### src/rtl/spi_tx_if.sv
// Load-side bus of spi_tx_engine: parallel word, per-frame config, status and SPI pins.
// SPI_TX_READBACK_EN adds miso/rx_data and the SHIFT_COUNT parameter that sizes rx_data.
interface spi_tx_if #(
`ifdef SPI_TX_READBACK_EN
  parameter int SHIFT_COUNT = 24,
`endif
  parameter int DATA_WIDTH = 32,
  parameter int DIV_WIDTH  = 16,
  parameter int NUM_CS     = 1
);
  localparam int CS_WIDTH = (NUM_CS > 1) ? $clog2(NUM_CS) : 1;

  // ld/ready: a load is taken on the rising clk edge where ld and ready are both 1;
  // ld while ready=0 is dropped, and ready never depends on ld in the same cycle.
  logic [DATA_WIDTH-1:0] data_in;
  logic                  ld;
  logic [CS_WIDTH-1:0]   cs_sel;
  logic [DIV_WIDTH-1:0]  clk_div;
  logic                  cpol;
  logic                  cpha;
  logic                  ready;
  logic                  busy;
  logic                  done;
  logic                  sclk;
  logic                  mosi;
  logic [NUM_CS-1:0]     cs_n;
`ifdef SPI_TX_READBACK_EN
  logic                   miso;
  logic [SHIFT_COUNT-1:0] rx_data;

  modport master (output data_in, ld, cs_sel, clk_div, cpol, cpha, miso,
                  input  ready, busy, done, sclk, mosi, cs_n, rx_data);
  modport slave  (input  data_in, ld, cs_sel, clk_div, cpol, cpha, miso,
                  output ready, busy, done, sclk, mosi, cs_n, rx_data);
`else
  modport master (output data_in, ld, cs_sel, clk_div, cpol, cpha,
                  input  ready, busy, done, sclk, mosi, cs_n);
  modport slave  (input  data_in, ld, cs_sel, clk_div, cpol, cpha,
                  output ready, busy, done, sclk, mosi, cs_n);
`endif
endinterface

### src/rtl/spi_tx_engine.sv
// SPI master transmit engine: MSB-first frame of SHIFT_COUNT bits, runtime divider/mode/chip select.
// Optional SPI_TX_READBACK_EN samples miso into rx_data on the sampling sclk edges.
module spi_tx_engine #(
  parameter int DATA_WIDTH  = 32,
  parameter int SHIFT_COUNT = 24,
  parameter int DIV_WIDTH   = 16,
  parameter int NUM_CS      = 1
) (
  input  logic       clk,
  input  logic       rst,
  spi_tx_if.slave    bus,
  output logic [2:0] fsm_state
);
  localparam int CS_WIDTH  = (NUM_CS > 1) ? $clog2(NUM_CS) : 1;
  localparam int BIT_WIDTH = $clog2(SHIFT_COUNT + 1);

  typedef enum logic [2:0] {
    S_IDLE  = 3'd0,
    S_SETUP = 3'd1,
    S_SHIFT = 3'd2,
    S_HOLD  = 3'd3,
    S_DONE  = 3'd4
  } state_t;

  state_t                 state;
  state_t                 state_nxt;
  logic [SHIFT_COUNT-1:0] sh_q;
  logic [DIV_WIDTH-1:0]   div_q;
  logic [DIV_WIDTH-1:0]   div_cnt;
  logic [BIT_WIDTH-1:0]   bit_cnt;
  logic [CS_WIDTH-1:0]    cs_q;
  logic                   cpol_q;
  logic                   cpha_q;
  logic                   sclk_q;
  logic                   mosi_q;
  logic                   ready;
  logic                   done;
  logic [NUM_CS-1:0]      cs_n;
  logic                   accept;
  logic                   tick;
  logic                   lead_edge;
  logic                   trail_edge;
  logic                   last_trail;
  logic                   launch;

  assign accept     = bus.ld && (state == S_IDLE);
  assign tick       = (div_cnt == div_q);
  // sclk still at cpol means the next toggle is a leading edge
  assign lead_edge  = (state == S_SHIFT) && tick && (sclk_q == cpol_q);
  assign trail_edge = (state == S_SHIFT) && tick && (sclk_q != cpol_q);
  assign last_trail = trail_edge && (bit_cnt == BIT_WIDTH'(SHIFT_COUNT - 1));
  assign launch     = cpha_q ? lead_edge : (trail_edge && !last_trail);

  always_ff @(posedge clk) begin
    if (rst) state <= S_IDLE;
    else     state <= state_nxt;
  end

  always_comb begin
    state_nxt = state;
    case (state)
      S_IDLE:  if (accept) state_nxt = S_SETUP;
      S_SETUP: if (tick) state_nxt = S_SHIFT;
      S_SHIFT: if (last_trail) state_nxt = S_HOLD;
      S_HOLD:  if (tick) state_nxt = S_DONE;
      S_DONE:  state_nxt = S_IDLE;
      default: state_nxt = S_IDLE;
    endcase
  end

  always_comb begin
    ready = 1'b0;
    done  = 1'b0;
    cs_n  = '1;
    case (state)
      S_IDLE: ready = 1'b1;
      S_SETUP, S_SHIFT, S_HOLD: begin
        for (int i = 0; i < NUM_CS; i++) begin
          if (int'(cs_q) == i) cs_n[i] = 1'b0;
        end
      end
      S_DONE: done = 1'b1;
      default: ready = 1'b0;
    endcase
  end

  // With cpha=0 the MSB is already on mosi during SETUP, so the shifter is preloaded one bit ahead.
  always_ff @(posedge clk) begin
    if (rst) begin
      sh_q    <= '0;
      div_q   <= '0;
      div_cnt <= '0;
      bit_cnt <= '0;
      cs_q    <= '0;
      cpol_q  <= 1'b0;
      cpha_q  <= 1'b0;
      sclk_q  <= 1'b0;
      mosi_q  <= 1'b0;
    end else if (accept) begin
      sh_q    <= bus.cpha ? bus.data_in[SHIFT_COUNT-1:0] : (bus.data_in[SHIFT_COUNT-1:0] << 1);
      mosi_q  <= bus.cpha ? 1'b0 : bus.data_in[SHIFT_COUNT-1];
      div_q   <= bus.clk_div;
      cs_q    <= bus.cs_sel;
      cpol_q  <= bus.cpol;
      cpha_q  <= bus.cpha;
      sclk_q  <= bus.cpol;
      div_cnt <= '0;
      bit_cnt <= '0;
    end else if (state == S_DONE) begin
      div_cnt <= '0;
      bit_cnt <= '0;
    end else if (state != S_IDLE) begin
      div_cnt <= tick ? '0 : div_cnt + 1'b1;
      if ((state == S_SHIFT) && tick) sclk_q <= ~sclk_q;
      if (trail_edge) bit_cnt <= bit_cnt + 1'b1;
      if (launch) begin
        mosi_q <= sh_q[SHIFT_COUNT-1];
        sh_q   <= sh_q << 1;
      end
      if ((state == S_HOLD) && tick) mosi_q <= 1'b0;
    end
  end

`ifdef SPI_TX_READBACK_EN
  logic [SHIFT_COUNT-1:0] rx_q;
  logic                   sample;

  assign sample = cpha_q ? trail_edge : lead_edge;

  always_ff @(posedge clk) begin
    if (rst)         rx_q <= '0;
    else if (accept) rx_q <= '0;
    else if (sample) rx_q <= (rx_q << 1) | SHIFT_COUNT'(bus.miso);
  end

  assign bus.rx_data = rx_q;
`endif

  generate
    if (SHIFT_COUNT < DATA_WIDTH) begin : g_unused_hi
      logic unused_hi;
      assign unused_hi = ^bus.data_in[DATA_WIDTH-1:SHIFT_COUNT];
    end
  endgenerate

  assign bus.ready = ready;
  assign bus.busy  = ~ready;
  assign bus.done  = done;
  assign bus.sclk  = sclk_q;
  assign bus.mosi  = mosi_q;
  assign bus.cs_n  = cs_n;
  assign fsm_state = state;
endmodule

### src/flat_wrapper.sv
// flat-port wrapper written by rule: the top's interface ports become plain ports
module spi_tx_engine_flat 
#(
  parameter int DATA_WIDTH  = 32,
  parameter int SHIFT_COUNT = 24,
  parameter int DIV_WIDTH   = 16,
  parameter int NUM_CS      = 1
)
  (clk, rst, fsm_state, bus_data_in, bus_ld, bus_cs_sel, bus_clk_div, bus_cpol, bus_cpha, bus_ready, bus_busy, bus_done, bus_sclk, bus_mosi, bus_cs_n);
  spi_tx_if #(.DATA_WIDTH(DATA_WIDTH), .DIV_WIDTH(DIV_WIDTH), .NUM_CS(NUM_CS)) bus_i ();
  input  logic clk;
  input  logic rst;
  output logic [2:0] fsm_state;
  input wire logic [$bits(bus_i.data_in)-1:0] bus_data_in;
  input wire logic [$bits(bus_i.ld)-1:0] bus_ld;
  input wire logic [$bits(bus_i.cs_sel)-1:0] bus_cs_sel;
  input wire logic [$bits(bus_i.clk_div)-1:0] bus_clk_div;
  input wire logic [$bits(bus_i.cpol)-1:0] bus_cpol;
  input wire logic [$bits(bus_i.cpha)-1:0] bus_cpha;
  output wire logic [$bits(bus_i.ready)-1:0] bus_ready;
  output wire logic [$bits(bus_i.busy)-1:0] bus_busy;
  output wire logic [$bits(bus_i.done)-1:0] bus_done;
  output wire logic [$bits(bus_i.sclk)-1:0] bus_sclk;
  output wire logic [$bits(bus_i.mosi)-1:0] bus_mosi;
  output wire logic [$bits(bus_i.cs_n)-1:0] bus_cs_n;
  assign bus_i.data_in = bus_data_in;
  assign bus_i.ld = bus_ld;
  assign bus_i.cs_sel = bus_cs_sel;
  assign bus_i.clk_div = bus_clk_div;
  assign bus_i.cpol = bus_cpol;
  assign bus_i.cpha = bus_cpha;
  assign bus_ready = bus_i.ready;
  assign bus_busy = bus_i.busy;
  assign bus_done = bus_i.done;
  assign bus_sclk = bus_i.sclk;
  assign bus_mosi = bus_i.mosi;
  assign bus_cs_n = bus_i.cs_n;
  spi_tx_engine #(.DATA_WIDTH(DATA_WIDTH), .SHIFT_COUNT(SHIFT_COUNT), .DIV_WIDTH(DIV_WIDTH), .NUM_CS(NUM_CS)) u_core (.clk(clk), .rst(rst), .bus(bus_i), .fsm_state(fsm_state));
endmodule
### config.mk
export PLATFORM = sky130hd
export DESIGN_NAME = spi_tx_engine_flat
export DESIGN_NICKNAME = d
export VERILOG_FILES = /design/src/rtl/spi_tx_if.sv /design/src/rtl/spi_tx_engine.sv /design/src/flat_wrapper.sv
export SDC_FILE = /design/constraint.sdc
export NUM_CORES = 1
export LEC_CHECK = 0
export BUFFER_PORTS_ARGS = -buffer_cell sky130_fd_sc_hd__buf_2
export CORE_ASPECT_RATIO = 0.9
export CORE_MARGIN = 4
export CORE_UTILIZATION = 51
export DETAILED_ROUTE_END_ITERATION = 6
export HOLD_SLACK_MARGIN = 0.02
export PLACE_DENSITY_LB_ADDON = 0.15
export SYNTH_ARGS = -nofsm -noshare
export SYNTH_HDL_FRONTEND = slang
export SYNTH_SLANG_ARGS = --single-unit
### constraint.sdc
create_clock -name clk -period 1.9 [get_ports clk]
set_input_delay 0.285 -clock clk [delete_from_list [all_inputs] [get_ports clk]]
set_output_delay 0.285 -clock clk [all_outputs]
set_load 0.01 [all_outputs]
# Word level (Yosys, flattened, before mapping)
# Index checks and enable logic that the tools add are counted.
# op_classes
reduce_logical,21
mux,26
n_bitwise,2
addsub,2
n_eq_ne,13
# ops
operator,count
2-to-1 mux 24 bit,5
"adder 16 x 1 -> 16 bit, second input constant",1
== test 16 bit,1
2-to-1 mux 16 bit,1
2-to-1 mux 1 bit,15
2-to-1 mux 3 bit,4
one-hot mux 3 bit (4 select lines),1
"!= test 2 x 1 -> 1 bit, second input constant",5
AND reduction 3 bit,3
logical AND 1 bit,7
"== test 3 x 2 -> 1 bit, second input constant",2
nonzero test 2 bit,3
nonzero test 3 bit,2
OR reduction 3 bit,2
"adder 5 x 1 -> 5 bit, second input constant",1
"== test 5 bit, second input constant",1
AND reduction 4 bit,1
"== test 3 x 1 -> 1 bit, second input constant",1
"== test 3 bit, second input constant",1
logical NOT 3 bit,1
NOT 1 bit,2
AND reduction 2 bit,1
== test 1 bit,1
logical NOT 1 bit,1
!= test 1 bit,1
# word_totals
regBits,69
output_inout_bits,9
in_bits,54
wordCells,74

# Depth between registers and ports, before layout
# Gate-level depths: netlist of the first run.
# logic_depth
ltp_word,12
ltp_mapped,9
depth_no_buf,6

# Worst setup path before layout of the first run
# Ideal clock, no wire load.
# synth_path
path_kind,reg2reg
startpoint,register u_core.state[0] (netlist: u_core.fsm_state[0])
endpoint,register u_core.div_cnt[15]
t_required_ps,1770
path_slack_ps,-12
period_less_slack_ps,1912
path_stages_with_launch,10
arrival_time_ps,1782
n_path_buf,3
path_cell_list,dfxtp_1 buf_2 or3_1 buf_2 inv_2 or3_1 clkbuf_1 nor3_2 xnor2_1 nor2_1
# synth_between
elab_chain_cells,3
word_cells_on_any_way,5
cone_classes,1 x eq/ne; 4 x reduce/logical
# synth_rtl
element,line_no,rtl
from (decl),spi_tx_engine.sv:25,state_t state;
from (signal assigned),spi_tx_engine.sv:56,else state <= state_nxt;
logical NOT 3 bit,spi_tx_engine.sv:46,assign accept = bus.ld && (state == S_IDLE);
logical AND 1 bit,spi_tx_engine.sv:46,
OR reduction 3 bit (no line),--,
to (signal assigned),spi_tx_engine.sv:113,div_cnt <= tick ? '0 : div_cnt + 1'b1;
to (decl),spi_tx_engine.sv:29,logic [DIV_WIDTH-1:0] div_cnt;
# Several ways; a longest one is shown, not always the timed one.
# A chain may end at the register's enable or synchronous reset.

# Worst setup path in the final report of the first run
# layout_path
startpoint,register u_core.bit_cnt[0]
endpoint,register u_core.sh_q[9]
# layout_between
elab_chain_cells,7
# layout_rtl
element,line_no,rtl
from (decl),spi_tx_engine.sv:30,logic [BIT_WIDTH-1:0] bit_cnt;
from (signal assigned),spi_tx_engine.sv:115,if (trail_edge) bit_cnt <= bit_cnt + 1'b1;
== test 5 bit,spi_tx_engine.sv:51,assign last_trail = trail_edge && (bit_cnt == BIT_WIDTH'(SHIFT_COUNT - 1));
logical AND 1 bit,spi_tx_engine.sv:51,
logical NOT 1 bit,spi_tx_engine.sv:52,assign launch = cpha_q ? lead_edge : (trail_edge && !last_trail);
logical AND 1 bit,spi_tx_engine.sv:52,
2-to-1 mux 1 bit,spi_tx_engine.sv:52,
nonzero test 2 bit (no line),--,
AND reduction 3 bit (no line),--,
to (signal assigned),spi_tx_engine.sv:100,sh_q <= bus.cpha ? bus.data_in[SHIFT_COUNT-1:0] : (bus.data_in[SHIFT_COUNT-1:0] << 1);
to (signal assigned),spi_tx_engine.sv:118,sh_q <= sh_q << 1;
to (decl),spi_tx_engine.sv:27,logic [SHIFT_COUNT-1:0] sh_q;
# Every way passes these cells.

==> run metrics, run 1 <==
status completed; commonest non-fill, non-tap cell in the layout dfxtp_1; share of cells above drive strength 1 0.271; Peak supply drop 551 uV; Slew @ Worst Pin 472 ps; Netlist Area Pre-Place 3590 um^2; Ys Warns 0; clock sink count 69; grt ovf 0; drc violations 0; initial antenna violation count 0; Worst Setup Start Kind flip-flop; Crit Path Class flip-flop to flip-flop; I/O pins 63; max-cap violation count 0; most frequent cells in the layout dfxtp_1 (67), buf_2 (55), nand2_1 (51), mux2i_1 (47), nor2_1 (44); final hold viol count 0; last element of the critical path u_core.sh_q[9]$_SDFFE_PP0P_; TritonCTS buffer count 9; Synthesized Nets 478; DR vias/cell 5.30; CTS root buf clkbuf_8; max-slew violation count 0; die area 8440 um^2; die height 87.6 um; crit path max fanout 23; Routability Congestion 0.849; Die W 96.4 um; number of H-tree levels 3; max_slew headroom 0.683; Core ar. 6690 um^2; Power Density 791 nW/um^2; fin util 0.672; WP data arrival 2090 ps; CP required 2130 ps; CTS clk-pin slew, worst paths 70 ps; Mean Syn Cell Area 8.50 um^2; HPWL Detailed 5720 um; ys flop type dfxtp_1; Synth top area share 0.385; cell taking the most area after synthesis dfxtp_1; GRT Util Overall 0.202; Final period util 0.980; layout net count 553; vias in the first global route 2970; effective utilization at floorplan 0.536; unrepaired setup endpoints after global routing yes; sequential fraction of the synthesis area 0.385; DRT Pass-1 Iters 5; Leak Pwr 1.97 nW; overall routed net length 8240 um; R2R Path End u_core.sh_q[9]$_SDFFE_PP0P_; Final setup viols 0; Yosys cell types 42; reg2reg setup slack 40 ps; Placed Cells 572; crit path time final 1860 ps; top cells by area, synth dfxtp_1 (39%), mux2i_1 (13%), xor2_1 (5.9%), a211o_1 (5.6%), nand2_1 (5.3%); crit path capture type flip-flop; drt wl/cell 13.9 um; Final Skew 3.86 ps; initial drt markers 144; Hold Crit Class input pin to flip-flop; Area growth syn-to-layout 25.4%; first-pass GRT wire length 13400 um; Crit. Startpoint u_core.bit_cnt[0]$_SDFFE_PP0P_; clk_lat worst skew 340 ps; Async S/R FF share, synth 0; clk buf depth 2; Register-to-Register Path Depth 7; CTS tree done; Syn Inst Count 422; Port Buf Inserts 54; Fmax achieved 537 MHz; number of synthesized flops with an enable pin 0; largest net degree at the start of global routing 42; Rows 28; RR Startpoint u_core.bit_cnt[0]$_SDFFE_PP0P_; DRT antenna net count 0; Yosys reg bits 69; Non-Filler Instances 591; vias 3132; # diodes 0
synth_stat cells, types with 3 or more instances:
library cell	count
xor2_1	24
o31ai_1	3
clkbuf_1	14
nor4_1	4
o21ai_0	6
nor2_1	49
a211o_1	23
nand2b_1	25
buf_2	10
buf_4	3
nor3_1	3
xnor2_1	8
a21oi_1	29
buf_1	3
dfxtp_1	69
nand3_1	12
or3_1	6
nand2_1	51
mux2i_1	47
nand4_1	6
worst min-delay path by stage:
| stage | start | endpoint | slack [ps] | cells after the start |
|---|---|---|---|---|
| 2_1_floorplan | bus_cs_sel | u_core.cs_q$_SDFFE_PP0P_ | 420 | 2 |
| 6_report | bus_clk_div[4] | u_core.div_q[4]$_SDFFE_PP0P_ | 170 | 3 |
| 3_3_place_gp | u_core.cs_q$_SDFFE_PP0P_ | u_core.cs_q$_SDFFE_PP0P_ | 450 | 2 |
| 3_5_place_dp | u_core.div_q[3]$_SDFFE_PP0P_ | u_core.div_q[3]$_SDFFE_PP0P_ | 460 | 2 |
| 4_1_cts | bus_clk_div[4] | u_core.div_q[4]$_SDFFE_PP0P_ | 160 | 3 |
| 5_1_grt | bus_clk_div[14] | u_core.div_q[14]$_SDFFE_PP0P_ | 170 | 3 |
cell families (layout without fill, tap and decap cells):
logic type,Yosys count,after routing,share of synthesized area
AOI/OAI and AO/OA,69,69,0.128
adders and majority gates,2,2,0.00697
muxes,47,47,0.131
DFF,69,69,0.385
xor gates and xnor gates,32,32,0.0781
buffers and inverters,35,114,0.0439
and+or+nand+nor,168,168,0.226
registers in the layout, summed over array words and instances, names as in the netlist:
register / cells
u_core.sh_q: 24
u_core.div_cnt: 16
u_core.div_q: 16
u_core.bit_cnt: 5
u_core.fsm_state: 3
u_core.bus.mosi: 1
u_core.bus.sclk: 1
u_core.cpha_q: 1
u_core.cpol_q: 1
u_core.cs_q: 1
final cells by class:
| cell class | count | area, um^2 |
|---|---|---|
| fill | 572 | 2190 |
| multi-input combinational | 318 | 2150 |
| sequential | 69 | 1380 |
| timing repair buffer | 96 | 639 |
| clock buffer | 11 | 151 |
| tap | 90 | 113 |
| clock inverter | 4 | 47.5 |
| inverter | 3 | 11.3 |
stage by stage:
stage          instance area [um^2]  total power [W]  worst slack (ps)  hold slack [ps]  setup TNS [ps]
6_report                       4500          0.00356              37.3              170               0
5_1_grt                        4500          0.00376             -87.4              167           -1700
4_1_cts                        4390          0.00354              1.94              161               0
3_5_place_dp                   4160          0.00232             -75.5              460            -145
3_3_place_gp                   4160          0.00230              4.73              446               0
2_1_floorplan                  3590          0.00207              3.66              421               0
critical path, stage by stage, from the launching register on:
cell     delay (ps)
dfxtp_1         330
ha_1            210
and4b_1         210
or3_1           370
a21oi_2         210
a21oi_2         100
buf_12          180
mux2i_1         140
layer usage:
metal  track usage  wire length [um]  up-vias
met5             0                 0        -
met4        0.0497                58        0
met3        0.0601               382        7
met2         0.332              4030       69
met1         0.262              3760     1453
li1              -                 -     1603
where the power goes:
| group | switching (W) | internal (W) | leakage [nW] |
|---|---|---|---|
| Sequential | 0.0000594 | 0.00154 | 0.563 |
| Combinational | 0.000399 | 0.000361 | 1.31 |
| Clock | 0.000537 | 0.000666 | 0.101 |
repair_timing:
item,CTS,global route
endpoints found under the setup margin,4,46
gates resized for setup,6,24
pin swaps,6,14
hold buffers,0,0
setup buffers,1,2
cloned,0,1
No activity file was read; power rests on OpenSTA's default activity.
==> run 2, diff against run 1 <==
--- a/config.mk
+++ b/config.mk
@@ -6,7 +6,7 @@
 export NUM_CORES = 1
 export LEC_CHECK = 0
 export BUFFER_PORTS_ARGS = -buffer_cell sky130_fd_sc_hd__buf_2
-export CORE_ASPECT_RATIO = 0.9
+export CORE_ASPECT_RATIO = 0.8
 export CORE_MARGIN = 4
 export CORE_UTILIZATION = 51
 export DETAILED_ROUTE_END_ITERATION = 6
==> run metrics, run 2 (synthesis gave the netlist of run 1 again) <==
status completed (unchanged); # diodes 0 (unchanged); CP required 2130 ps (about the same); Fillers 607 (was 572); TritonCTS buffer count 9 (unchanged); Hold Crit Class input pin to flip-flop (unchanged); max-cap violation count 0 (unchanged); drt wl/cell 13.6 um (was 13.9 um); Placed Area 4150 um^2 (was 4160 um^2); Largest regs u_core.sh_q x24, u_core.div_cnt x16, u_core.div_q x16 (unchanged); Power Density 799 nW/um^2 (was 791 nW/um^2); Rows 27 (was 28); unrepaired setup endpoints after global routing yes (unchanged); crit path max fanout 16 (was 23); die height 83.0 um (was 87.6 um); total power 0.00358 W (was 0.00356 W); DRT Pass-1 Iters 4 (was 5); DR vias/cell 5.32 (was 5.30); commonest non-fill, non-tap cell in the layout dfxtp_1 (unchanged); largest net degree at the start of global routing 70 (was 42); Peak supply drop 387 uV (was 551 uV); vias in the first global route 2929 (was 2970); die area 8450 um^2 (was 8440 um^2); drc violations 0 (unchanged); max reg flops 24 (unchanged); grt ovf 0 (unchanged); Register-to-Register Path Depth 9 (was 7); Final Skew 6.82 ps (was 3.86 ps); Final period util 0.992 (was 0.980); Core ar. 6860 um^2 (was 6690 um^2); max_slew headroom 0.684 (was 0.683); Leak Pwr 1.97 nW (about the same); CTS clk-pin slew, worst paths 80 ps (was 70 ps); I/O pins 63 (unchanged); Crit Path Class flip-flop to flip-flop (unchanged); CTS tree done (unchanged); initial drt markers 100 (was 144); CTS root buf clkbuf_8 (unchanged); hold path depth 3 (unchanged); setup TNS 0 ps (unchanged); Port Buf Inserts 54 (unchanged); number of H-tree levels 3 (unchanged); clock sink count 69 (unchanged); GRT Util Overall 0.195 (was 0.202); fin util 0.652 (was 0.672); most frequent cells in the layout dfxtp_1 (65), buf_2 (54), nand2_1 (51), nor2_1 (49), mux2i_1 (47) (was dfxtp_1 (67), buf_2 (55), nand2_1 (51), mux2i_1 (47), nor2_1 (44)); largest reg by FF count u_core.sh_q (unchanged); HPWL Detailed 5600 um (was 5720 um); first-pass GRT wire length 13400 um (about the same); WP data arrival 2120 ps (was 2090 ps); Die W 102 um (was 96.4 um); Worst Setup Start Kind flip-flop (unchanged); vias 3111 (was 3132); DRT antenna net count 0 (unchanged); crit path time final 1890 ps (was 1860 ps); Slew @ Worst Pin 468 ps (was 472 ps); clk_lat worst skew 340 ps (about the same); post-layout instance area 4470 um^2 (was 4500 um^2); overall routed net length 7980 um (was 8240 um); # hold bufs at CTS 0 (unchanged); Area growth syn-to-layout 24.7% (was 25.4%); initial antenna violation count 0 (unchanged); crit path capture type flip-flop (unchanged); clk buf depth 2 (unchanged); max-slew violation count 0 (unchanged); Fmax achieved 530 MHz (was 537 MHz); Final setup viols 0 (unchanged); layout net count 549 (was 553); final hold viol count 0 (unchanged); share of cells above drive strength 1 0.255 (was 0.271); Routability Congestion 0.800 (was 0.849); effective utilization at floorplan 0.523 (was 0.536)
[run 2: changes by cell type in the layout (fill, tap and decap cells not counted), moves of 3 or more]
cell     change
o21ai_0      -3
o21ai_1      +5
nor2_4       -4
nor2_1       +5
buf_4        -6
[run 2: power breakdown]
part	switching, W	internal, W
Clock	0.000555	0.000677
Combinational	0.000385	0.000360
Sequential	0.0000606	0.00154
[run 2: cell type report]
| cell class | count | area (um^2) | area share |
|---|---|---|---|
| multi-input cells | 318 | 2120 | 0.473 |
| flip-flops and latches | 69 | 1390 | 0.310 |
| repair buffers | 92 | 641 | 0.143 |
| clock buffers | 11 | 151 | 0.0338 |
| well taps | 87 | 109 | 0.0243 |
| clock inverters | 5 | 58.8 | 0.0131 |
| inverters | 3 | 11.3 | 0.00252 |
[run 2: final timing paths]
kind | startpoint | end | slack, ps
max | u_core.div_q[9]$_SDFFE_PP0P_ | u_core.div_cnt[6]$_SDFFE_PP0N_ | 10
min | bus_clk_div[14] | u_core.div_q[14]$_SDFFE_PP0P_ | 170
max reg2reg | u_core.div_q[9]$_SDFFE_PP0P_ | u_core.div_cnt[6]$_SDFFE_PP0N_ | 10
min reg2reg | u_core.cs_q$_SDFFE_PP0P_ | u_core.cs_q$_SDFFE_PP0P_ | 470
[run 2: layer usage]
| layer | up-vias | wire [um] | track usage |
|---|---|---|---|
| met5 | - | 0 | 0 |
| met3 | 8 | 406 | 0.0512 |
| met1 | 1435 | 4050 | 0.273 |
| li1 | 1597 | - | - |
| met4 | 0 | 70 | 0.0459 |
| met2 | 71 | 3460 | 0.298 |
[run 2: through the flow]
step | hold slack (ps) | setup slack (ps) | cells
after detailed placement | 460 | -148 | 566
after global placement | 445 | -80.8 | 566
final | 171 | 14.4 | 585
after global routing | 157 | -82.6 | 585
after floorplan | 421 | 3.66 | 422
after CTS | 156 | -17.1 | 584
[run 2: worst max-delay path, stage by stage, from the launching register on]
cell and delay, ps:
dfxtp_2 330, xor2_1 160, nor4_2 320, buf_4 170, nand4_1 100, buf_6 170
buf_6 110, o21ai_1 150, buf_6 200, nor2_1 70
[run 2: repair_timing]
action | CTS | global route
pin swaps | 8 | 6
buffers inserted | 2 | 1
endpoints found under the hold margin | 0 | 0
setup endpoints to repair | 5 | 47
gates resized for setup | 9 | 15
